<file path="config.mk">
export PLATFORM = sky130hd
export DESIGN_NAME = bp_cce_mem_cmd_credit_buffer
export DESIGN_NICKNAME = d
export VERILOG_FILES = /design/src/rtl/bp_cce_mem_cmd_credit_buffer.sv
export SDC_FILE = /design/constraint.sdc
export NUM_CORES = 1
export LEC_CHECK = 0
export ABC_AREA = 1
export BUFFER_PORTS_ARGS = -buffer_cell sky130_fd_sc_hd__buf_2
export CAP_MARGIN = 20
export CORE_MARGIN = 4
export CORE_UTILIZATION = 52
export DETAILED_ROUTE_END_ITERATION = 8
export GPL_TIMING_DRIVEN = 0
export PLACE_DENSITY_LB_ADDON = 0.05
export SLEW_MARGIN = 20
export SYNTH_ARGS = -nofsm -noshare
export SYNTH_HDL_FRONTEND = slang
export SYNTH_SLANG_ARGS = --single-unit
</file>
<file path="constraint.sdc">
create_clock -name clk_i -period 10.36 [get_ports clk_i]
set_input_delay 2.072 -clock clk_i [delete_from_list [all_inputs] [get_ports clk_i]]
set_output_delay 2.072 -clock clk_i [all_outputs]
set_load 0.02 [all_outputs]
</file>
<file path="src/rtl/bp_cce_mem_cmd_credit_buffer.sv">
// Credit-limited command FIFO between the CCE message unit and memory.
// Counts outstanding memory commands and refuses to issue more than credits_p at once.
module bp_cce_mem_cmd_credit_buffer #(
    parameter int msg_width_p = 128,
    parameter int els_p       = 2,
    parameter int credits_p   = 4
) (
    input  logic                             clk_i,
    input  logic                             reset_n_i,
    input  logic [msg_width_p-1:0]           mem_cmd_i,
    input  logic                             mem_cmd_v_i,
    output logic                             mem_cmd_ready_o,
    output logic [msg_width_p-1:0]           mem_cmd_o,
    output logic                             mem_cmd_v_o,
    input  logic                             mem_cmd_ready_i,
    input  logic                             mem_resp_v_i,
    input  logic                             mem_resp_yumi_i,
    output logic [$clog2(credits_p+1)-1:0]   credit_count_o,
    output logic                             credits_empty_o,
    output logic                             error_o
);

    localparam int ptr_w    = $clog2(els_p);
    localparam int occ_w    = $clog2(els_p + 1);
    localparam int credit_w = $clog2(credits_p + 1);
    localparam logic [occ_w-1:0]    occ_full   = occ_w'(els_p);
    localparam logic [credit_w-1:0] credit_max = credit_w'(credits_p);

    // Handshakes (valid/ready): a transfer happens on a rising edge where both
    // sides are high; valid never depends on ready, and ready never depends on
    // valid, so there are no combinational loops through this block.

    logic [msg_width_p-1:0] storage [els_p];
    logic [ptr_w-1:0]       wptr;
    logic [ptr_w-1:0]       rptr;
    logic [occ_w-1:0]       occupancy;
    logic [credit_w-1:0]    credit_count;
    logic                   error_flag;

    logic fifo_empty;
    logic fifo_full;
    logic enq;
    logic deq;
    logic resp_hs;

    assign fifo_empty = (occupancy == '0);
    assign fifo_full  = (occupancy == occ_full);

    assign mem_cmd_ready_o = !fifo_full;
    assign mem_cmd_v_o     = !fifo_empty && (credit_count < credit_max);
    assign mem_cmd_o       = storage[rptr];

    assign enq     = mem_cmd_v_i && mem_cmd_ready_o;
    assign deq     = mem_cmd_v_o && mem_cmd_ready_i;
    assign resp_hs = mem_resp_v_i && mem_resp_yumi_i;

    assign credit_count_o  = credit_count;
    assign credits_empty_o = (credit_count == '0) && fifo_empty;
    assign error_o         = error_flag;

    // Storage is not reset; occupancy alone decides which entries are live.
    always_ff @(posedge clk_i) begin
        if (enq) begin
            storage[wptr] <= mem_cmd_i;
        end
    end

    always_ff @(posedge clk_i) begin
        if (!reset_n_i) begin
            wptr         <= '0;
            rptr         <= '0;
            occupancy    <= '0;
            credit_count <= '0;
            error_flag   <= 1'b0;
        end else begin
            if (enq) begin
                wptr <= wptr + 1'b1;
            end
            if (deq) begin
                rptr <= rptr + 1'b1;
            end

            case ({enq, deq})
                2'b10:   occupancy <= occupancy + 1'b1;
                2'b01:   occupancy <= occupancy - 1'b1;
                default: occupancy <= occupancy;
            endcase

            // A response that arrives alongside an issue cancels it out, so an
            // empty count with a same-cycle issue is not an underflow.
            if (deq && !resp_hs) begin
                credit_count <= credit_count + 1'b1;
            end else if (!deq && resp_hs) begin
                if (credit_count != '0) begin
                    credit_count <= credit_count - 1'b1;
                end else begin
                    error_flag <= 1'b1;
                end
            end
        end
    end

endmodule

</file>
==> results of run 1 <==
==> critical path, stage by stage (launching register included) <==
cell and delay, ns:
sky130_fd_sc_hd__dfxtp_1 0.36, sky130_fd_sc_hd__buf_6 0.20, sky130_fd_sc_hd__clkbuf_8 0.20, sky130_fd_sc_hd__mux2_2 0.35, sky130_fd_sc_hd__buf_2 0.16
==> metal layers <==
layer,GRT usage,up-vias,share of wire
met4,0.0522,8,0.026
met2,0.312,190,0.50
met5,0,-,0.0025
met1,0.211,2507,0.38
li1,-,2464,-
met3,0.0589,45,0.087
==> kinds of logic after synthesis <==
group / share of synthesized area
DFF: 0.803
muxes: 0.147
and+or+nand+nor: 0.0165
buffers and inverters: 0.0231
AOI/OAI and AO/OA: 0.00460
adders and majority gates: 0.00587
==> cell type report <==
class / count / share of cell area
Antenna cell: 5 / 0.00100
Buffer: 14 / 0.0142
Clock buffer: 33 / 0.0559
Clock inverter: 15 / 0.00921
Inverter: 13 / 0.00390
Multi-Input combinational cell: 179 / 0.138
Sequential cell: 265 / 0.629
Tap cell: 229 / 0.0229
Timing Repair Buffer: 278 / 0.126
==> stage by stage <==
step | power (mW) | instances | area (sq um) | hold WS, ns | util
5_1_grt | 3.35 | 1029 | 12500 | 0.500 | 0.684
6_report | 3.19 | 1031 | 12500 | 0.460 | 0.684
3_3_place_gp | 2.32 | 968 | 11400 | 0.437 | 0.625
3_5_place_dp | 2.34 | 978 | 11700 | 0.455 | 0.639
4_1_cts | 3.23 | 1026 | 12500 | 0.464 | 0.683
2_1_floorplan | 2.04 | 471 | 9800 | 0.491 | -
==> layout by cell type (no fill, tap or decap), drive strengths merged <==
cell type    n
clkinv      12
a21oi        7
nor3         1
clkbuf      41
nor4         1
nand3b       2
bufinv       2
nand4        1
dfxtp        9
diode        5
nand3        4
mux2       128
clkinvlp     1
ha           3
o21ai        2
edfxtp     256
nor2        11
fa           1
nand2       18
buf        284
inv         13
==> state kept, by name (all words and copies together) (netlist names), named ones only <==
name	cells
credit_count_o	3
error_o	1
occupancy	2
rptr	1
storage	256
wptr	1
==> where the power goes <==
| group | total, mW | internal (mW) | leakage (nW) | switching [mW] |
|---|---|---|---|---|
| registers | 1.39 | 1.35 | 2.47 | 0.0414 |
| logic | 0.918 | 0.379 | 1.89 | 0.539 |
| clock network | 0.887 | 0.523 | 0.392 | 0.364 |
==> worst paths after layout <==
path | cells after the start | slack [ns] | end
worst max-delay path | 4 | 6.49 | mem_cmd_o[12]
worst max register to register | 6 | 8.19 | storage[1][117]
worst min-delay path | 2 | 0.46 | error_o
worst min register to register | 2 | 0.46 | error_o
==> flow_summary.json, run 1 <==
{
  "postSynth.topFlopCell": "sky130_fd_sc_hd__edfxtp_1",
  "synth.yosys.seq_area_share": 0.803,
  "antenna_found_initial": 7,
  "drc_errors": 0,
  "post_cts_hold_buffer_count": 0,
  "num-nets-final": 915,
  "core_rows": 49,
  "drt_iter0_markers": 256,
  "worstReg2RegStart": "occupancy[0]",
  "criticalPathCategory": "reg2out",
  "clk_pin_slew_worst_paths_ns": 0.06,
  "fp.dieArea_sq_mm": 0.0211,
  "num-fill-cells": 1263,
  "rsz0062_at_grt": "no",
  "firstDrtPassIters": 4,
  "worst_skew_pair.late_latency_ns": 0.52,
  "first_global_vias": 5653,
  "grt_start_max_net_pins": 28,
  "worstSetupEndpointType": "output pin",
  "globalRouteTotalUtil": 0.178,
  "wl_per_cell_um": 18.6,
  "ff_latch_area_sq_mm": 0.00787,
  "yosysMostFrequentCell": "sky130_fd_sc_hd__edfxtp_1",
  "synth.ff_latch_count": 265,
  "setup-tns-final_ns": 0,
  "cts_root_buffer": "sky130_fd_sc_hd__clkbuf_16",
  "initial_core_util": 0.536,
  "number_of_enable_type_register_cells_in_the_synthesized_netlist": 256,
  "globalRoute.totalOverflow": 0,
  "worst_ir_drop_on_vdd_mv": 0.157,
  "power-per-cell-area_mw_per_mm2": 255,
  "synth.cell_area_sq_mm": 0.00980,
  "h-tree-depth": 1,
  "dp_slack_ns": 6.61,
  "num_vias": 5214,
  "syn_inst_count": 471,
  "synthesis.nets": 609,
  "grt_pass1_wl_um": 30100,
  "hp-start": "error_o",
  "unique_masters_post_synth": 17,
  "worstPathArrival_ns": 1.80,
  "timing.max_cap.violations": 0,
  "post_cts_resize_count": 0,
  "multi_input_comb_area_sq_mm": 0.00172,
  "chipWidth_um": 145,
  "synthDominantCellAreaShare": 0.784,
  "finClkSkew_ns": 0.0171,
  "dieHeight_um": 145,
  "syn_avg_cell_area_sq_um": 20.8,
  "final_layout_size_suffix_gt1_frac": 0.570,
  "clock-sinks": 265,
  "worst_slew_pin_slew_ns": 0.717,
  "cp_data_required_time_ns": 8.29,
  "worst_setup_path_start_kind": "register",
  "io_pins": 269,
  "maxSlewHeadroom": 0.521,
  "detail_route.vias_per_cell": 5.06,
  "cts_buffer_depth": 3,
  "wirelength_um": 19200,
  "port-buffer-count": 268,
  "numCtsBuffers": 26,
  "report.final.slew_viol_count": 0,
  "cts.repair_timing.setup_buffer_count": 0,
  "p_leak_nw": 4.75,
  "syn2layout_area_growth_pct": 27.5,
  "gp_congestion": 0.760,
  "setup_slack_ns": 6.49,
  "min_period_over_period": 0.373,
  "synth_warnings": 0,
  "finalCriticalPeriod_ns": 3.87,
  "core_sq_mm": 0.0183,
  "max_freq_mhz": 258,
  "synth_common_cells": "sky130_fd_sc_hd__edfxtp_1 (256), sky130_fd_sc_hd__mux2_2 (128), sky130_fd_sc_hd__nand2_1 (18)",
  "final-setup-viol-count": 0,
  "timing.hold.worst.class": "reg2reg",
  "hold_violations": 0,
  "status": "finished clean",
  "tritoncts_clock_tree": "yes",
  "antenna_left": 0,
  "place_hpwl_um": 13600,
  "timing.critical_path.fanout_max": 10,
  "synth_async_sr_flop_share": 0,
  "post-synth-top-area-cell": "sky130_fd_sc_hd__edfxtp_1",
  "synth_area_leaders": "sky130_fd_sc_hd__edfxtp_1 (78%), sky130_fd_sc_hd__mux2_2 (15%), sky130_fd_sc_hd__dfxtp_1 (1.8%)"
}
Note: power is estimated with default switching activity, not from simulation.
==> run 2, diff against run 1 <==
clock period = 3.6 ns   (was 10.36 ns; I/O delays follow)
==> run 2 against run 1 <==
Against the previous run: die area unchanged; largest power group unchanged; largest cell class unchanged; non-clock buffer count stayed put; register-to-register slack got worse by 6.7 ns; setup slack worse by 5.4 ns; worst hold slack got worse by 0.068 ns; sequential cell count unchanged; wire length rose by 0.74%; combinational power grew to 2.9 times the previous value.
==> flow_summary.json, run 2 (same netlist as run 1, synthesis figures left out) <==
{
  "status": "finished clean",
  "antenna_left": 0,
  "final_core_utilization": 0.682,
  "core_sq_mm": 0.0183,
  "cp_data_required_time_ns": 2.88,
  "io_pins": 269,
  "place_area_sq_mm": 0.0117,
  "initial_core_util": 0.536,
  "grt_start_max_net_pins": 28,
  "num_vias": 5183,
  "finalCriticalPeriod_ns": 2.50,
  "first_global_vias": 5596,
  "clock-sinks": 265,
  "num-fill-cells": 1263,
  "core_rows": 49,
  "post_cts_resize_count": 0,
  "rsz0062_at_grt": "no",
  "fp.dieArea_sq_mm": 0.0211,
  "wirelength_um": 19300,
  "worstSetupEndpointType": "output pin",
  "post_cts_hold_buffer_count": 0,
  "placed_cells": 978,
  "worst_slew_pin_slew_ns": 0.696,
  "dieHeight_um": 145,
  "setup_slack_ns": 1.10,
  "largest_register_ffs": 256,
  "chipWidth_um": 145,
  "report.final.slew_viol_count": 0,
  "max_freq_mhz": 400,
  "tritoncts_clock_tree": "yes",
  "globalRoute.totalOverflow": 0,
  "worst_setup_path_start_kind": "register",
  "report.power.total_mw": 9.08,
  "final-setup-viol-count": 0,
  "port-buffer-count": 268,
  "whs_ns": 0.392,
  "cts.repair_timing.setup_buffer_count": 0,
  "layout_commonest_cell": "sky130_fd_sc_hd__buf_2",
  "p_leak_nw": 4.74,
  "drc_errors": 0,
  "num-nets-final": 916,
  "clk_pin_slew_worst_paths_ns": 0.06,
  "drt_iter0_markers": 281,
  "antenna_found_initial": 4,
  "timing.critical_path.fanout_max": 10,
  "detail_route.vias_per_cell": 5.04,
  "stdcell_area_sq_mm": 0.0125,
  "syn2layout_area_growth_pct": 27.1,
  "h-tree-depth": 1,
  "finClkSkew_ns": 0.0141,
  "grt_pass1_wl_um": 29800,
  "dp_slack_ns": 1.23,
  "firstDrtPassIters": 4,
  "final_layout_size_suffix_gt1_frac": 0.571,
  "worstPathArrival_ns": 1.78,
  "timing.max_cap.violations": 0,
  "numCtsBuffers": 27,
  "place_hpwl_um": 13800,
  "mostFrequentLayoutCells": "sky130_fd_sc_hd__buf_2 (268), sky130_fd_sc_hd__edfxtp_1 (256), sky130_fd_sc_hd__mux2_2 (128), sky130_fd_sc_hd__clkbuf_16 (27), sky130_fd_sc_hd__nand2_1 (18)",
  "wl_per_cell_um": 18.8,
  "most_flops_register": "storage",
  "hold_violations": 0,
  "power-per-cell-area_mw_per_mm2": 729,
  "worst_skew_pair.late_latency_ns": 0.51,
  "final_cells": 1029,
  "cts_buffer_depth": 3,
  "setup-tns-final_ns": 0,
  "gp_congestion": 0.737,
  "worst_ir_drop_on_vdd_mv": 0.432,
  "min_period_over_period": 0.694,
  "criticalPathCategory": "reg2out",
  "timing.hold.worst.class": "in2reg",
  "cts_root_buffer": "sky130_fd_sc_hd__clkbuf_16",
  "globalRouteTotalUtil": 0.177,
  "maxSlewHeadroom": 0.535
}
-- run 2: changes by cell type in the layout (fill, tap and decap cells not counted) --
| cell | delta |
|---|---|
| sky130_fd_sc_hd__clkbuf_8 | +1 |
| sky130_fd_sc_hd__clkinv_1 | -7 |
| sky130_fd_sc_hd__clkbuf_1 | +6 |
| sky130_fd_sc_hd__clkinv_2 | +4 |
| sky130_fd_sc_hd__diode_2 | -3 |
| sky130_fd_sc_hd__clkinvlp_4 | -1 |
| sky130_fd_sc_hd__bufinv_16 | -2 |
-- run 2: cell type report --
type / instances / area (sq um) / share of cell area
sequential: 265 / 7870 / 0.632
clock buffer: 40 / 734 / 0.0590
timing repair buffer: 278 / 1570 / 0.126
clock inverter: 9 / 41.3 / 0.00332
tap: 229 / 287 / 0.0230
antenna: 2 / 5.00 / 0.000402
inverter: 13 / 48.8 / 0.00392
multi-input combinational: 179 / 1720 / 0.138
buffer: 14 / 178 / 0.0143
-- run 2: metal layers --
metal,wire length [um],global-route usage,vias up
li1,-,-,2467
met2,9830,0.308,204
met3,1730,0.0558,33
met4,433,0.0527,4
met1,7320,0.214,2475
met5,27,0,-
-- run 2: path summary, 6_finish.rpt --
check	startpoint	endpoint	slack (ns)	cells after the start
hold / removal	mem_cmd_i[90]	storage[0][90]	0.39	1
hold reg to reg	error_o	error_o	0.46	2
setup / recovery	register	mem_cmd_o[117]	1.10	4
setup reg to reg	occupancy[0]	storage[1][91]	1.48	6
-- run 2: worst max-delay path, stage by stage, from the launching register on --
cell                       delay [ns]
sky130_fd_sc_hd__dfxtp_1         0.35
sky130_fd_sc_hd__buf_6           0.20
sky130_fd_sc_hd__clkbuf_8        0.20
sky130_fd_sc_hd__mux2_2          0.34
sky130_fd_sc_hd__buf_2           0.17
-- run 2: where the power goes --
group / internal, mW / leakage [nW] / switching (mW)
sequential: 3.88 / 2.47 / 0.124
clock: 1.40 / 0.382 / 1.04
combinational: 1.09 / 1.89 / 1.55
total: 6.37 / 4.74 / 2.71
